## src/rtl/text_line_fetcher.sv

```systemverilog
// Per-scanline glyph-row fetcher and overlay pixel server for the letter font (S,C,O,R,E,T,I,M).
// Optional blink gating: define TEXT_BLINK_EN.
module text_line_fetcher #(
  parameter int NUM_CHARS = 8,
  parameter int GLYPH_W   = 14,
  parameter int GLYPH_H   = 14,
  parameter int TEXT_X0   = 16,
  parameter int TEXT_Y0   = 8
) (
  input  logic                   Clk,
  input  logic                   Reset,
  input  logic                   line_start,
  input  logic                   frame_start,
  input  logic [9:0]             line_y,
  input  logic [9:0]             DrawX,
  input  logic [3*NUM_CHARS-1:0] char_codes,
  input  logic [NUM_CHARS-1:0]   char_valid,
  output logic                   glyph_req,
  output logic [2:0]             glyph_sel,
  output logic [3:0]             glyph_row,
  input  logic                   glyph_ack,
  input  logic [6*GLYPH_W-1:0]   glyph_data,
  output logic                   busy,
  output logic                   text_on,
  output logic [5:0]             text_color,
  output logic [1:0]             state_dbg
);

  localparam int SLOT_W = (NUM_CHARS > 1) ? $clog2(NUM_CHARS) : 1;
  localparam int CNT_W  = $clog2(NUM_CHARS + 1);
  localparam int COL_W  = (GLYPH_W > 1) ? $clog2(GLYPH_W) : 1;
  localparam int SPAN   = NUM_CHARS * GLYPH_W;

  typedef enum logic [1:0] {
    IDLE = 2'd0,
    SCAN = 2'd1,
    WAIT = 2'd2,
    DONE = 2'd3
  } state_t;

  state_t                 state_q, state_d;
  logic [CNT_W-1:0]       slot_q;
  logic [SLOT_W-1:0]      slot_idx;
  logic [3:0]             row_q;
  logic [3*NUM_CHARS-1:0] codes_q;
  logic [NUM_CHARS-1:0]   valid_q;
  logic                   req_q;
  logic                   buffer_valid;
  logic [6*GLYPH_W-1:0]   buffer [NUM_CHARS];

  logic in_band;
  logic start_burst, clear_valid, skip_slot, issue_req, take_ack, set_valid;

  assign in_band   = (line_y >= 10'(TEXT_Y0)) && (line_y < 10'(TEXT_Y0 + GLYPH_H));
  assign slot_idx  = slot_q[SLOT_W-1:0];
  assign busy      = (state_q != IDLE);
  assign state_dbg = state_q;

  // Font handshake: glyph_req rises with sel/row and holds them stable until the
  // cycle glyph_ack is seen; a new line_start withdraws the request in that same cycle.
  assign glyph_req = req_q & ~line_start;

  always_ff @(posedge Clk or posedge Reset) begin
    if (Reset) state_q <= IDLE;
    else       state_q <= state_d;
  end

  always_comb begin
    state_d     = state_q;
    start_burst = 1'b0;
    clear_valid = 1'b0;
    skip_slot   = 1'b0;
    issue_req   = 1'b0;
    take_ack    = 1'b0;
    set_valid   = 1'b0;
    if (line_start) begin
      // Any new line (including an overrun) invalidates the buffer and restarts.
      clear_valid = 1'b1;
      if (in_band) begin
        start_burst = 1'b1;
        state_d     = SCAN;
      end else begin
        state_d = IDLE;
      end
    end else begin
      case (state_q)
        SCAN: begin
          if (slot_q == CNT_W'(NUM_CHARS)) state_d = DONE;
          else if (!valid_q[slot_idx])     skip_slot = 1'b1;
          else begin
            issue_req = 1'b1;
            state_d   = WAIT;
          end
        end
        WAIT: begin
          if (glyph_ack) begin
            take_ack = 1'b1;
            state_d  = SCAN;
          end
        end
        DONE: begin
          set_valid = 1'b1;
          state_d   = IDLE;
        end
        default: state_d = IDLE;
      endcase
    end
  end

  always_ff @(posedge Clk or posedge Reset) begin
    if (Reset) begin
      slot_q       <= '0;
      row_q        <= '0;
      codes_q      <= '0;
      valid_q      <= '0;
      req_q        <= 1'b0;
      glyph_sel    <= '0;
      glyph_row    <= '0;
      buffer_valid <= 1'b0;
    end else begin
      if (start_burst) begin
        row_q   <= 4'(line_y - 10'(TEXT_Y0));
        codes_q <= char_codes;
        valid_q <= char_valid;
        slot_q  <= '0;
      end else if (skip_slot || take_ack) begin
        slot_q <= slot_q + 1'b1;
      end

      if (clear_valid)    buffer_valid <= 1'b0;
      else if (set_valid) buffer_valid <= 1'b1;

      if (issue_req) begin
        req_q     <= 1'b1;
        glyph_sel <= codes_q[int'(slot_idx) * 3 +: 3];
        glyph_row <= row_q;
      end else if (take_ack || line_start) begin
        req_q <= 1'b0;
      end
    end
  end

  // Line buffer keeps its contents across lines; buffer_valid alone gates output.
  always_ff @(posedge Clk) begin
    if (take_ack)       buffer[slot_idx] <= glyph_data;
    else if (skip_slot) buffer[slot_idx] <= '0;
  end

  logic [9:0]         px_x, px_slot, px_col;
  logic               px_in_range;
  logic [SLOT_W-1:0]  pslot;
  logic [COL_W-1:0]   pcol;
  logic [6*GLYPH_W-1:0] row_word;
  logic [5:0]         pixel;
  logic               blink_on;
  logic               unused_bits;

  // DrawX below TEXT_X0 is rejected explicitly so the wrapped difference never lands in range.
  assign px_x        = DrawX - 10'(TEXT_X0);
  assign px_in_range = (DrawX >= 10'(TEXT_X0)) && (px_x < 10'(SPAN));
  assign px_slot     = px_x / 10'(GLYPH_W);
  assign px_col      = px_x % 10'(GLYPH_W);
  assign pslot       = px_in_range ? px_slot[SLOT_W-1:0] : '0;
  assign pcol        = px_in_range ? px_col[COL_W-1:0]   : '0;
  assign row_word    = buffer[pslot];
  assign pixel       = row_word[int'(pcol) * 6 +: 6];
  assign unused_bits = ^{px_slot[9:SLOT_W], px_col[9:COL_W]};

`ifdef TEXT_BLINK_EN
  logic [5:0] blink_cnt;

  always_ff @(posedge Clk or posedge Reset) begin
    if (Reset)            blink_cnt <= '0;
    else if (frame_start) blink_cnt <= blink_cnt + 6'd1;
  end

  assign blink_on = ~blink_cnt[5];
`else
  logic unused_frame;

  assign unused_frame = frame_start;
  assign blink_on     = 1'b1;
`endif

  always_ff @(posedge Clk or posedge Reset) begin
    if (Reset) begin
      text_on    <= 1'b0;
      text_color <= '0;
    end else begin
      text_on    <= buffer_valid && px_in_range && (pixel != 6'd0) && blink_on;
      text_color <= (buffer_valid && px_in_range) ? pixel : 6'd0;
    end
  end

endmodule

```

## config.mk

```make
export PLATFORM = sky130hd
export DESIGN_NAME = text_line_fetcher
export DESIGN_NICKNAME = d
export VERILOG_FILES = /design/src/rtl/text_line_fetcher.sv
export SDC_FILE = /design/constraint.sdc
export NUM_CORES = 1
export LEC_CHECK = 0
export ABC_AREA = 1
export ABC_CLOCK_PERIOD_IN_PS = 16230
export BUFFER_PORTS_ARGS = -buffer_cell sky130_fd_sc_hd__buf_2
export CORE_ASPECT_RATIO = 1.25
export CORE_MARGIN = 4
export CORE_UTILIZATION = 35
export DETAILED_ROUTE_END_ITERATION = 16
export GPL_ROUTABILITY_DRIVEN = 0
export HOLD_SLACK_MARGIN = 0.06
export PLACE_DENSITY = 0.55
export SYNTH_ARGS = -nofsm -noshare
export SYNTH_HDL_FRONTEND = slang
export SYNTH_SLANG_ARGS = --single-unit
```

## constraint.sdc

```tcl
create_clock -name Clk -period 16.23 [get_ports Clk]
set_input_delay 1.623 -clock Clk [delete_from_list [all_inputs] [get_ports Clk]]
set_output_delay 1.623 -clock Clk [all_outputs]
set_load 0.02 [all_outputs]
```

==> results of run 1 <==
power groups by stage:
stage	Combinational [uW]	Sequential (uW)	Clock, uW
finish	647	2110	1590
global route	726	2110	1700
CTS	658	2110	1620
detailed placement	654	2140	0
global placement	649	2140	0
floorplan	448	2140	0
state kept, by name, indices dropped and copies added (netlist names):
register / flops
req_q: 1
buffer: 672
codes_q: 24
text_on: 1
glyph_row: 4
buffer_valid: 1
slot_q: 4
text_color: 6
state_dbg: 2
valid_q: 8
row_q: 4
glyph_sel: 3
per-stage QoR:
step | util | cell area (um2) | power [uW]
after floorplan | - | 32140 | 2591
after global routing | 0.3979 | 36300 | 4532
after detailed placement | 0.3734 | 34060 | 2799
after global placement | 0.3734 | 34060 | 2793
after CTS | 0.3979 | 36300 | 4387
final | 0.3980 | 36310 | 4341
logic make-up (layout without fill, tap and decap cells):
kind of cell | after synthesis | count (layout) | share of synthesized area
simple gates | 1583 | 1583 | 0.2098
fa+ha+maj | 11 | 11 | 0.004282
flops | 730 | 730 | 0.6730
other cells | 0 | 4 | 0
buf+inv | 597 | 766 | 0.07498
mux | 4 | 4 | 0.001401
compound gates | 214 | 214 | 0.03656
synth_stat cells, types with 3 or more instances:
cell	n
buf_4	24
inv_1	424
buf_1	30
nor2_1	321
o22ai_1	5
nor3_1	5
edfxtp_1	672
nand2_1	717
o211ai_1	13
nand3_1	495
nor2_4	4
dfrtp_1	58
nor2_2	6
nand4_1	12
nand3_2	5
a21oi_1	70
inv_2	12
nand2_2	10
o21ai_0	97
clkbuf_1	51
mux2_2	4
clkinv_1	3
nor4_1	4
o21ai_1	10
ha_1	11
buf_2	51
a221oi_1	5
worst max-delay path: cells and delay by family:
| family | cells | cell delay, ns |
|---|---|---|
| buffers and inverters | 8 | 2.17 |
| AND/OR/NAND/NOR | 25 | 3.64 |
| AO/OA/AOI/OAI | 2 | 0.26 |
| adder cells (fa/ha/maj) | 1 | 0.25 |
path summary, 6_finish.rpt:
kind,start,endpoint,slack [ns],cells after the start
min in group asynchronous,Reset,valid_q[6],1.22,3
max reg2reg,slot_q[0],buffer[4][3],11.55,10
min reg2reg,valid_q[3],valid_q[3],0.48,2
max,DrawX[4],text_color[4],8.64,36
max in group asynchronous,Reset,glyph_row[2],14.46,3
min,valid_q[3],valid_q[3],0.48,2
cells in the final DEF (no fill, tap or decap), types with 3 or more instances in the layout:
cell type    n
clkbuf_16   75
o21ai_1     10
nand4_1     12
nor4_2       3
buf_2      157
diode_2      4
edfxtp_1   672
ha_1        11
buf_4       36
nor2_4       9
nor2_1     316
a21oi_1     69
inv_2       13
nor3_1       5
nand2_1    715
nor2_2       6
dfrtp_1     58
nand3_1    494
clkinv_2    16
clkinv_4     3
inv_1      422
clkinv_1    15
o22ai_1      5
mux2_2       4
clkbuf_1    17
o21ai_0     97
nand3_2      5
a221oi_1     5
nand2_2     11
clkinv_8     3
inv_6        3
o211ai_1    13
routing by layer:
layer,global-route usage,routed length (um)
met1,0.2179,35620
met2,0.2851,39830
met4,0.05795,2562
met3,0.03161,4827
met5,0,42
final cells by class:
| type | count | share of cell area |
|---|---|---|
| antenna | 4 | 0.0002757 |
| clock buffer | 92 | 0.05344 |
| clock inverter | 41 | 0.008270 |
| inverter | 439 | 0.04562 |
| multi-input combinational | 1812 | 0.2258 |
| sequential | 730 | 0.5957 |
| tap | 1197 | 0.04124 |
| timing repair buffer | 194 | 0.02963 |
==> results.py, run 1 <==
metrics = {
    "finish": {
        "layout-drive-gt1-share": 0.1091,
        "multiInputGateArea_um2": 8200,
        "finalNonFillerCells": 4509,
        "register_area_um2": 21630,
        "fillers": 8824,
        "area_growth_pct": 12.98,
        "nets": 3402,
    },
    "sta": {
        "holdWs_ns": 0.4816,
        "drv_slew": 0,
        "setup_ws_ns": 8.640,
        "hold_viol_final": 0,
        "max_freq_ghz": 0.1318,
        "rsz0062_at_grt": "no",
        "fin_skew_ns": 0.01784,
        "slew_headroom": 0.2522,
        "finalSetupViolations": 0,
        "setup_tns_ns": 0,
        "tightestPinTransition_ns": 1.118,
        "min_period_ns": 7.590,
        "finalCritPeriodShare": 0.4677,
    },
    "global_route": {
        "grt_pass1_vias": 21100,
        "grt-ovfl-total": 0,
        "grt_antenna_before_repair": 6,
        "grt_pass1_wl_um": 125300,
        "grt_use_total": 0.1684,
        "grt_max_degree": 192,
    },
    "power_and_ir_drop": {
        "switching_share": 0.2756,
        "power_density_nw_per_um2": 119.6,
        "vdd_drop_max_v": 0.00008672,
        "pwr-share-seq": 0.485,
        "clkPwrFrac": 0.366,
        "p_comb_frac": 0.149,
        "power.switching_uw": 1197,
        "p_leak_uw": 0.01497,
        "internal_power_uw": 3145,
    },
    "yosys": {
        "synthesis.nets": 3291,
        "syn_area_per_cell_um2": 10.24,
        "synth.area.top_cells": "edfxtp_1 (63%), nand2_1 (8.4%), nand3_1 (7.7%)",
        "synth-async-reset-ratio": 0.07945,
        "synthesis.area_um2": 32140,
        "yosys.cell_types.count": 43,
        "synth.top_cell.area_share": 0.6279,
        "yosys_register_bits": 730,
        "ys_warn_count": 0,
        "ys.flop_type": "edfxtp_1",
        "synth_top_area_cell": "edfxtp_1",
        "synth_seq_area_share": 0.6730,
        "netlist_instances": 3139,
        "synth_edf_count": 672,
    },
    "clocking": {
        "cts_setup_buffers": 0,
        "cts_hold_buf": 0,
        "cts_sinks": 730,
        "clk_pin_slew_ns": 0.06,
        "cts_tree": "done",
        "clockBufferDepth": 3,
        "cts_root_buf": "clkbuf_16",
        "clk_latency_ns": 0.62,
        "htreeDepth": 3,
        "cts_buffers": 73,
        "ctsResizeCount": 0,
    },
    "floorplan": {
        "fp.dieH_um": 346.8,
        "die_area_um2": 96770,
        "die_width_um": 279.0,
        "io_pins": 159,
        "start_util": 0.3523,
        "rows": 124,
        "core-area_um2": 91230,
    },
    "critical_path": {
        "cp.arrival_ns": 8.06,
        "endpoint_kind": "register",
        "cp_slowest_cell": "buf_4",
        "path_class": "input port to register",
        "crit_top_cell": "nand2_1",
        "required_ns": 16.70,
        "critPathLaunchType": "input port",
        "critPathMaxStageDelay_ns": 0.78,
        "worstPathMaxFanout": 62,
    },
    "detailed_routing": {
        "routed_wl_um": 82880,
        "viasPerCell": 4.806,
        "wl_per_cell_um": 18.38,
        "drt_iter0_drc": 1409,
        "route.detailed.drc": 0,
        "via_count": 21670,
        "drt_pre_antenna_iters": 7,
        "ant_nets": 0,
    },
    "outcome": {
        "status": "complete, no violations",
    },
    "place": {
        "port_buffers": 157,
        "hpwl_um": 44280,
        "dp_slack_ns": 8.051,
        "place_inst": 4372,
    },
    "worst_hold_path": {
        "min_path_type": "register to register",
    },
    "run": {
        "cap_violations": 0,
    },
}
No activity file was read; power rests on OpenSTA's default activity.
==> inputs of run 2 (changes only) <==
--- a/config.mk
+++ b/config.mk
@@ -6,7 +6,7 @@
 export NUM_CORES = 1
 export LEC_CHECK = 0
 export ABC_AREA = 1
-export ABC_CLOCK_PERIOD_IN_PS = 16230
+export ABC_CLOCK_PERIOD_IN_PS = 7000
 export BUFFER_PORTS_ARGS = -buffer_cell sky130_fd_sc_hd__buf_2
 export CORE_ASPECT_RATIO = 1.25
 export CORE_MARGIN = 4
==> constraint.sdc (replaced) <==
create_clock -name Clk -period 7 [get_ports Clk]
set_input_delay 0.7 -clock Clk [delete_from_list [all_inputs] [get_ports Clk]]
set_output_delay 0.7 -clock Clk [all_outputs]
set_load 0.02 [all_outputs]
==> results.py, run 2 (synthesized netlist as in run 1, its figures left out) <==
metrics = {
    "finish": {
        "largest_register_ffs": 672,
        "largestRegisters": "buffer (672), codes_q (24), valid_q (8)",
        "layout_common_cells": "nand2_1 (715), edfxtp_1 (672), nand3_1 (494), inv_1 (422), nor2_1 (316)",
        "final_area_um2": 36750,
        "fillers": 8796,
        "area_growth_pct": 14.33,
        "layout-drive-gt1-share": 0.1122,
        "nets": 3411,
        "largest-register": "buffer",
        "final_common_cell": "nand2_1",
    },
    "sta": {
        "finalCritPeriodShare": 0.7897,
        "setup_tns_ns": 0,
        "hold_viol_final": 0,
        "min_period_ns": 5.528,
        "max_freq_ghz": 0.1809,
        "setup_ws_ns": 1.472,
        "finalSetupViolations": 0,
        "drv_slew": 0,
        "rsz0062_at_grt": "no",
        "slew_headroom": 0.2288,
        "holdWs_ns": 0.2775,
        "fin_skew_ns": 0.02286,
        "tightestPinTransition_ns": 1.154,
    },
    "critical_path": {
        "path_class": "input port to register",
        "endpoint_kind": "register",
        "worstPathMaxFanout": 23,
        "cp_slowest_cell": "nor2_4",
        "rr_startpoint": "slot_q[0]",
        "worst_r2r_path_depth": 9,
        "cp.arrival_ns": 6.01,
        "r2r_setup_slack_ns": 2.54,
        "critPathLaunchType": "input port",
        "required_ns": 7.49,
        "critPathMaxStageDelay_ns": 0.67,
        "crit_top_cell": "nand3_1",
        "r2r_end": "buffer[1][34]",
    },
    "clocking": {
        "clockBufferDepth": 3,
        "cts_sinks": 730,
        "cts_root_buf": "clkbuf_16",
        "cts_setup_buffers": 0,
        "cts_tree": "done",
        "clk_pin_slew_ns": 0.06,
        "clk_latency_ns": 0.61,
        "cts_buffers": 72,
        "ctsResizeCount": 0,
        "htreeDepth": 3,
        "cts_hold_buf": 0,
    },
    "worst_hold_path": {
        "holdPathEnd": "codes_q[21]",
        "min_path_type": "input port to register",
        "hold_path_startpoint": "char_codes[21]",
        "hold_path_depth": 3,
    },
    "power_and_ir_drop": {
        "p_total_uw": 10270,
        "vdd_drop_max_v": 0.0001721,
        "power_density_nw_per_um2": 279.5,
        "p_leak_uw": 0.01515,
    },
    "outcome": {
        "status": "complete, no violations",
    },
    "run": {
        "cap_violations": 0,
    },
    "global_route": {
        "grt_use_total": 0.1721,
        "grt_pass1_vias": 21710,
        "grt-ovfl-total": 0,
        "grt_pass1_wl_um": 128300,
        "grt_max_degree": 104,
        "grt_antenna_before_repair": 8,
    },
    "floorplan": {
        "die_width_um": 279.0,
        "rows": 124,
        "die_area_um2": 96770,
        "start_util": 0.3523,
        "core-area_um2": 91230,
        "fp.dieH_um": 346.8,
        "io_pins": 159,
    },
    "detailed_routing": {
        "routed_wl_um": 84220,
        "drt_pre_antenna_iters": 5,
        "viasPerCell": 4.885,
        "drt_iter0_drc": 1476,
        "via_count": 22060,
        "route.detailed.drc": 0,
        "wl_per_cell_um": 18.65,
        "ant_nets": 0,
    },
    "place": {
        "placed_area_um2": 34400,
        "dp_slack_ns": 0.8075,
        "port_buffers": 157,
        "hpwl_um": 45600,
    },
}
run 2: cell count changes in the layout (fill, tap and decap cells not counted), sizes merged:
| cell | change |
|---|---|
| buf | +10 |
| bufinv | +2 |
| clkbuf | +5 |
| clkinv | -6 |
| clkinvlp | -1 |
| diode | -2 |
| inv | -2 |
run 2: how the worst max path moves through the flow:
stage	end	depth (start not counted)	slack, ns	start
4_1_cts	text_on	40	1.44	DrawX[4]
6_report	text_on	40	1.47	DrawX[4]
3_5_place_dp	text_on	37	0.81	DrawX[4]
3_3_place_gp	text_on	38	0.85	DrawX[4]
2_1_floorplan	buffer[2][0]	8	-3.48	slot_q[0]
5_1_grt	text_on	40	0.86	DrawX[4]
run 2: layout make-up:
cell class,count,area (um2),area share
sequential,730,21630,0.5887
multi-input combinational,1812,8200,0.2232
clock buffer,97,2062,0.05612
inverter,439,1657,0.04508
tap,1197,1498,0.04076
timing repair buffer,204,1414,0.03848
clock inverter,34,279.0,0.007593
antenna,2,5.005,0.0001362
run 2: power by group:
part           leakage (uW)  switching (uW)  internal, uW  total (uW)
registers           0.00678            45.5          4840        4880
clock network       0.00115            1600          2220        3820
logic               0.00722            1120           442        1560
total                0.0152            2770          7500       10300
run 2: worst max-delay path, delay by kind of cell:
family,cells,cell delay (ns)
AOI/OAI and AO/OA,2,0.14
adders and majority gates,1,0.25
buffers and inverters,7,0.93
and+or+nand+nor,30,3.96
run 2: metal layers:
layer | part of all wire | global-route usage | vias up
li1 | - | - | 10660
met1 | 0.42 | 0.2235 | 10680
met2 | 0.49 | 0.2909 | 569
met3 | 0.061 | 0.03087 | 140
met4 | 0.030 | 0.06053 | 10
met5 | 0.00087 | 0 | -
run 2: per-stage QoR:
stage	cells	util
4_1_cts	4513	0.4027
3_5_place_dp	4382	0.3771
3_3_place_gp	4382	0.3771
5_1_grt	4513	0.4027
2_1_floorplan	3139	-
6_report	4515	0.4028
